<file path="config.mk">
export PLATFORM = sky130hd
export DESIGN_NAME = mseq_gen
export DESIGN_NICKNAME = d
export VERILOG_FILES = /design/src/rtl/mseq_pkg.sv /design/src/rtl/mseq_lfsr_step.sv /design/src/rtl/mseq_gen.sv
export SDC_FILE = /design/constraint.sdc
export NUM_CORES = 1
export LEC_CHECK = 0
export BUFFER_PORTS_ARGS = -buffer_cell sky130_fd_sc_hd__clkbuf_2
export CORE_ASPECT_RATIO = 0.7
export CORE_MARGIN = 2
export CORE_UTILIZATION = 45
export CTS_BUF_LIST = sky130_fd_sc_hd__clkbuf_8
export DETAILED_ROUTE_END_ITERATION = 6
export HOLD_SLACK_MARGIN = 0.08
export MAX_ROUTING_LAYER = met4
export PLACE_DENSITY = 0.68
export SYNTH_ARGS = -nofsm -noshare
export SYNTH_HDL_FRONTEND = slang
export SYNTH_SLANG_ARGS = --single-unit
export TNS_END_PERCENT = 1
</file>
<file path="constraint.sdc">
create_clock -name CLK_50MHZ -period 5.45 [get_ports CLK_50MHZ]
set_clock_uncertainty 0.1 [all_clocks]
set_input_delay 0.8175 -clock CLK_50MHZ [delete_from_list [all_inputs] [get_ports CLK_50MHZ]]
set_output_delay 0.8175 -clock CLK_50MHZ [all_outputs]
set_load 0.01 [all_outputs]
</file>
<file path="src/rtl/mseq_pkg.sv">
// mseq_pkg -- shared definitions for the m-sequence generator.
//   state_t       : controller states (IDLE/RUN)
//   default_taps  : maximal-length tap mask for a given LFSR degree (3..16),
//                   in the bit order used by mseq_lfsr_step (bit WIDTH-1 = oldest).
package mseq_pkg;

    typedef enum logic [0:0] {
        IDLE = 1'b0,
        RUN  = 1'b1
    } state_t;

    localparam int WIDTH_MIN = 3;
    localparam int WIDTH_MAX = 16;

    // Tap (n,k,...) of the classic Fibonacci tables maps to mask bit n-1, k-1, ...
    function automatic logic [15:0] default_taps(input int width);
        logic [15:0] taps;
        case (width)
            3:       taps = 16'h0006;
            4:       taps = 16'h000C;
            5:       taps = 16'h0014;
            6:       taps = 16'h0030;
            7:       taps = 16'h0060;
            8:       taps = 16'h00B8;
            9:       taps = 16'h0110;
            10:      taps = 16'h0240;
            11:      taps = 16'h0500;
            12:      taps = 16'h0E08;
            13:      taps = 16'h1C80;
            14:      taps = 16'h3802;
            15:      taps = 16'h6000;
            16:      taps = 16'hD008;
            default: taps = 16'h000C;
        endcase
        return taps;
    endfunction

endpackage

</file>
<file path="src/rtl/mseq_lfsr_step.sv">
// mseq_lfsr_step -- one combinational Fibonacci LFSR step.
//   state : current register contents
//   poly  : tap mask (bit i set = state[i] feeds the XOR)
//   step  : state shifted left by one with the feedback bit in the LSB
module mseq_lfsr_step
    import mseq_pkg::*;
#(
    parameter int WIDTH = 4
) (
    input  logic [WIDTH-1:0] state,
    input  logic [WIDTH-1:0] poly,
    output logic [WIDTH-1:0] step
);

    assign step = {state[WIDTH-2:0], ^(state & poly)};

endmodule

</file>
<file path="src/rtl/mseq_gen.sv">
// mseq_gen -- programmable m-sequence (LFSR) bit generator.
//   CLK_50MHZ, RST (async, active high)
//   start/stop          : enter / leave RUN (stop wins)
//   cfg_load + cfg_*    : capture tap mask, seed and bit-rate divider (IDLE only)
//   busy                : high in RUN
//   seq_bit, phase      : current sequence bit (MSB of LFSR) and LFSR state
//   bit_stb, period_stb : new bit / first bit of a period
//   data, data_stb      : deserialised byte, only when MSEQ_DESER_EN is defined
// Optional feature macro: MSEQ_DESER_EN (byte deserialiser).
module mseq_gen
    import mseq_pkg::*;
#(
    parameter int               WIDTH    = 4,
    parameter logic [WIDTH-1:0] POLY_DEF = WIDTH'(default_taps(WIDTH)),
    parameter logic [WIDTH-1:0] SEED_DEF = WIDTH'(4'b0101),
    parameter int               DIV_W    = 8
) (
    input  logic             CLK_50MHZ,
    input  logic             RST,
    input  logic             start,
    input  logic             stop,
    input  logic             cfg_load,
    input  logic [WIDTH-1:0] cfg_poly,
    input  logic [WIDTH-1:0] cfg_seed,
    input  logic [DIV_W-1:0] cfg_div,
    output logic             busy,
    output logic             seq_bit,
    output logic             bit_stb,
    output logic             period_stb,
    output logic [WIDTH-1:0] phase,
    output logic [7:0]       data,
    output logic             data_stb
);

    // Last bit index of a period: 2^WIDTH-2.
    localparam logic [WIDTH-1:0] LAST_BIT = {{(WIDTH-1){1'b1}}, 1'b0};

    state_t           state;
    logic [WIDTH-1:0] poly;
    logic [WIDTH-1:0] seed;
    logic [DIV_W-1:0] div;
    logic [DIV_W-1:0] div_cnt;
    logic [WIDTH-1:0] per_cnt;
    logic [WIDTH-1:0] lfsr;
    logic [WIDTH-1:0] lfsr_next;
    logic             launch;

    mseq_lfsr_step #(.WIDTH(WIDTH)) u_step (
        .state (lfsr),
        .poly  (poly),
        .step  (lfsr_next)
    );

    assign launch  = (state == IDLE) && start && !stop;
    assign busy    = (state == RUN);
    assign seq_bit = lfsr[WIDTH-1];
    assign phase   = lfsr;

    always_ff @(posedge CLK_50MHZ or posedge RST) begin
        if (RST) begin
            state      <= IDLE;
            poly       <= POLY_DEF;
            seed       <= SEED_DEF;
            div        <= '0;
            div_cnt    <= '0;
            per_cnt    <= '0;
            lfsr       <= SEED_DEF;
            bit_stb    <= 1'b0;
            period_stb <= 1'b0;
        end else begin
            bit_stb    <= 1'b0;
            period_stb <= 1'b0;
            case (state)
                IDLE: begin
                    // Bit 0 is announced in the first RUN cycle, so the
                    // strobes are raised on the start edge itself. A start
                    // that is accepted takes precedence over cfg_load.
                    if (launch) begin
                        state      <= RUN;
                        lfsr       <= seed;
                        div_cnt    <= '0;
                        per_cnt    <= '0;
                        bit_stb    <= 1'b1;
                        period_stb <= 1'b1;
                    end else if (cfg_load) begin
                        poly <= cfg_poly;
                        seed <= (cfg_seed == '0) ? WIDTH'(1) : cfg_seed;
                        div  <= cfg_div;
                    end
                end
                RUN: begin
                    if (stop) begin
                        state <= IDLE;
                    end else if (div_cnt == div) begin
                        div_cnt <= '0;
                        bit_stb <= 1'b1;
                        // Forced reload keeps the period at 2^WIDTH-1 bits
                        // even for a non-maximal tap mask.
                        if (per_cnt == LAST_BIT) begin
                            lfsr       <= seed;
                            per_cnt    <= '0;
                            period_stb <= 1'b1;
                        end else begin
                            lfsr    <= lfsr_next;
                            per_cnt <= per_cnt + WIDTH'(1);
                        end
                    end else begin
                        div_cnt <= div_cnt + DIV_W'(1);
                    end
                end
                default: state <= IDLE;
            endcase
        end
    end

`ifdef MSEQ_DESER_EN
    logic [7:0] shreg;
    logic [2:0] bit_cnt;

    always_ff @(posedge CLK_50MHZ or posedge RST) begin
        if (RST) begin
            shreg    <= '0;
            bit_cnt  <= '0;
            data     <= '0;
            data_stb <= 1'b0;
        end else begin
            data_stb <= 1'b0;
            if (launch) begin
                bit_cnt <= '0;
            end else if (bit_stb) begin
                shreg   <= {shreg[6:0], seq_bit};
                bit_cnt <= bit_cnt + 3'd1;
                if (bit_cnt == 3'd7) begin
                    data     <= {shreg[6:0], seq_bit};
                    data_stb <= 1'b1;
                end
            end
        end
    end
`else
    assign data     = '0;
    assign data_stb = 1'b0;
`endif

endmodule
</file>
==> impl_metrics.py <==
metrics = {
    "die": {
        "die_x_um": 78.2,
        "dieArea_sq_mm": 0.00437,
        "dieHeight_um": 55.9,
        "top_level_ports": 38,
        "fp.coreArea_sq_mm": 0.00360,
        "initial_core_util": 0.481,
        "number_of_core_rows": 18,
    },
    "sta": {
        "setup_viol": 0,
        "final_max_slew_viol_count": 0,
        "period_minus_slack_ns": 2.48,
        "setup_total_negative_slack_ns": 0,
        "hold_violations": 0,
        "timing.max_slew.rel_slack": 0.142,
        "period_share": 0.455,
        "clock.fmax_ghz": 0.403,
        "final_hold_slack_ns": 0.414,
        "worst-slew-pin-transition_ns": 1.28,
        "rsz0062_at_grt": "false",
    },
    "synthesis": {
        "async_reset_ff_frac": 1.00,
        "synth_sequential_area_ratio": 0.510,
        "synth_area_leader_cell": "sky130_fd_sc_hd__dfrtp_1",
        "netlist_instances": 156,
        "yosysWarningCount": 0,
        "ys_top_cells_by_count": "sky130_fd_sc_hd__dfrtp_1 (29), sky130_fd_sc_hd__mux2_2 (16), sky130_fd_sc_hd__nand2_1 (11)",
        "synth_top_cell_area_share": 0.419,
        "synth_top_cells_by_area": "sky130_fd_sc_hd__dfrtp_1 (42%), sky130_fd_sc_hd__mux2_2 (10%), sky130_fd_sc_hd__dfstp_2 (9.1%)",
        "synth_cell_type_count": 34,
        "syn_area_per_cell_sq_um": 11.1,
        "ys_ff_latch": 35,
        "mappedNetlistArea_sq_mm": 0.00173,
        "post-synth-top-count-cell": "sky130_fd_sc_hd__dfrtp_1",
        "synth_enable_flop_cells": 0,
        "post_synth_top_flop": "sky130_fd_sc_hd__dfrtp_1",
    },
    "min_path": {
        "worst_hold_startpoint": "seed[0]",
        "holdPathEnd": "seed[0]",
        "worstHoldPathCells": 2,
        "class_of_the_most_critical_hold_timing_path": "flip-flop to flip-flop",
    },
    "critical_path": {
        "path_delay_family": "compound AO/OA/AOI/OAI gates",
        "crit_arrival_ns": 2.58,
        "regToRegStartpoint": "busy",
        "setup.worst_path.start_class": "input port",
        "cp_slowest_cell": "sky130_fd_sc_hd__a21boi_0",
        "rrSetupSlack_ns": 3.01,
        "cpPeakStageDelay_ns": 1.03,
        "worst_setup_path_end_kind": "flip-flop",
        "cp_cell_sequence": "clkbuf_2, nor2_1, a21boi_0, a41oi_1, a31oi_1",
        "critical_path.reg2reg.endpoint": "div_cnt[6]",
        "worst_ep_required_time_ns": 5.56,
        "critPathMaxFanout": 12,
        "cp_num_buf_inv": 1,
        "worstSetupPathType": "input port to flip-flop",
        "r2r.worst_path.cells": 5,
    },
    "finish": {
        "final_core_util": 0.552,
        "final.fill_count": 337,
        "design.final.nets": 211,
        "area.sequential_sq_um": 883,
        "antennaDiodeCount": 0,
        "post_route_cells_drive_above_1_share": 0.340,
        "finalNonFillerCells": 238,
        "multi_input_comb_area_sq_um": 763,
        "area_growth_syn_to_layout_pct": 14.9,
    },
    "global_routing": {
        "grt_max_degree": 36,
        "grt_overflow_total": 0,
        "via_count_of_the_first_global_routing_pass": 1206,
        "grt_first_pass_wirelength_mm": 5.73,
        "groute.usage.overall": 0.178,
        "grt_antenna_before_repair": 0,
    },
    "placed_design": {
        "numPlacedInstances": 230,
        "place.gp.congestion": 0.749,
        "place.port_buffers": 28,
        "dpl.hpwl_mm": 2.53,
    },
    "power_and_ir_drop": {
        "pwr_density_cell_mw_per_mm2": 330,
        "vdd_ir_drop_max_v": 0.000155,
        "power.static_leakage_nw": 0.965,
    },
    "cts": {
        "htree_num_levels": 2,
        "deepest_clock_path_buffer_count": 2,
        "cts_hold_repair.buffers": 0,
        "clkTransAtPathRegs_ns": 0.07,
        "cts_inserted_buffers": 5,
        "cts-resized-gates": 0,
        "post-cts-setup-buffer-count": 0,
        "worstSkewPairLatency_ns": 0.29,
        "total_clock_sinks": 35,
        "clock-root-buffer": "sky130_fd_sc_hd__clkbuf_8",
        "cts_tree": "done",
    },
    "run_status": {
        "status": "finished clean",
    },
    "drt": {
        "drtIter0Drc": 73,
        "first_pass_iters": 4,
        "num_vias": 1211,
        "postRouteAntennaNets": 0,
        "post_drt_via_cell_ratio": 5.09,
        "drt_wl_total_mm": 3.36,
        "drc_violations": 0,
        "wire_per_inst_um": 14.1,
    },
    "flow_run": {
        "max_cap_violations": 0,
    },
}
[final cells by class]
type | count | area share
Clock inverter | 1 | 0.00377
Clock buffer | 7 | 0.0484
Inverter | 6 | 0.0113
Timing Repair Buffer | 30 | 0.0779
Sequential cell | 35 | 0.444
Multi-Input combinational cell | 109 | 0.383
Tap cell | 50 | 0.0314
[state kept, by name, indices dropped and copies added (netlist names)]
| name | flops |
|---|---|
| div | 8 |
| div_cnt | 8 |
| per_cnt | 4 |
| phase | 4 |
| poly | 4 |
| seed | 4 |
| bit_stb | 1 |
| busy | 1 |
| period_stb | 1 |
[worst max-delay path by stage]
| stage | cells after the start | slack [ns] | to | start |
|---|---|---|---|---|
| final | 5 | 2.97 | div_cnt[6] | stop |
| after global routing | 5 | 2.73 | div_cnt[6] | busy |
| after CTS | 5 | 3.02 | div_cnt[6] | stop |
| after detailed placement | 5 | 2.71 | div_cnt[6] | stop |
| after global placement | 5 | 2.89 | div_cnt[6] | stop |
| after floorplan | 4 | 3.26 | div[3] | start |
[cells by family (layout without fill, tap and decap cells)]
family,after synthesis,count (layout),synth area share
fa+ha+maj,3,3,0.0217
compound gates,21,21,0.0794
simple gates,45,45,0.139
xor+xnor,13,13,0.0657
mux,18,18,0.116
flops,35,35,0.510
buf+inv,20,44,0.0671
other cells,1,9,0.00216
[layout by cell type (no fill, tap or decap), types with 2 or more instances in the layout]
cell type / synthesis / final
sky130_fd_sc_hd__ha_1: 3 / 3
sky130_fd_sc_hd__a22o_1: 3 / 3
sky130_fd_sc_hd__nor2_1: 9 / 9
sky130_fd_sc_hd__nand3_1: 6 / 6
sky130_fd_sc_hd__o22ai_1: 2 / 2
sky130_fd_sc_hd__mux2i_1: 2 / 2
sky130_fd_sc_hd__and2_1: 2 / 2
sky130_fd_sc_hd__nor3_1: 3 / 3
sky130_fd_sc_hd__buf_4: 10 / 2
sky130_fd_sc_hd__a31oi_1: 4 / 4
sky130_fd_sc_hd__dfstp_2: 6 / 6
sky130_fd_sc_hd__xnor2_1: 3 / 3
sky130_fd_sc_hd__conb_1: 1 / 9
sky130_fd_sc_hd__inv_1: 6 / 6
sky130_fd_sc_hd__dfrtp_1: 29 / 29
sky130_fd_sc_hd__xor2_1: 10 / 10
sky130_fd_sc_hd__and3_1: 5 / 5
sky130_fd_sc_hd__nand2_1: 11 / 11
sky130_fd_sc_hd__nand2b_1: 2 / 2
sky130_fd_sc_hd__nor4_2: 2 / 2
sky130_fd_sc_hd__clkbuf_8: 0 / 7
sky130_fd_sc_hd__mux2_2: 16 / 16
sky130_fd_sc_hd__a21oi_1: 4 / 4
sky130_fd_sc_hd__clkbuf_2: 0 / 28
sky130_fd_sc_hd__o21ai_0: 4 / 4
[stage by stage]
step,setup slack (ns),cell area [sq um],power (mW)
2_1_floorplan,3.26,1760,0.422
6_report,2.97,1990,0.658
3_5_place_dp,2.71,1890,0.455
5_1_grt,2.73,1990,0.695
3_3_place_gp,2.89,1890,0.448
4_1_cts,3.02,1990,0.665
[power breakdown]
group | switching [mW] | leakage (nW) | total [mW] | internal (mW)
Clock | 0.0950 | 0.0505 | 0.210 | 0.115
Sequential | 0.0289 | 0.428 | 0.330 | 0.301
Combinational | 0.0582 | 0.486 | 0.118 | 0.0596
[layer usage]
metal / vias up / part of all wire / GRT usage
met4: 0 / 0.016 / 0.0677
met5: - / 0 / -
met2: 47 / 0.44 / 0.250
met3: 5 / 0.066 / 0.0503
met1: 577 / 0.48 / 0.246
li1: 582 / - / -
[worst register-to-register path, stage by stage, from the launching register on]
cell                       delay [ns]
sky130_fd_sc_hd__dfrtp_1         0.46
sky130_fd_sc_hd__inv_1           0.11
sky130_fd_sc_hd__nor2_1          0.23
sky130_fd_sc_hd__a21boi_0        1.03
sky130_fd_sc_hd__a41oi_1         0.23
sky130_fd_sc_hd__a31oi_1         0.21
(Power assumes the default switching activity.)
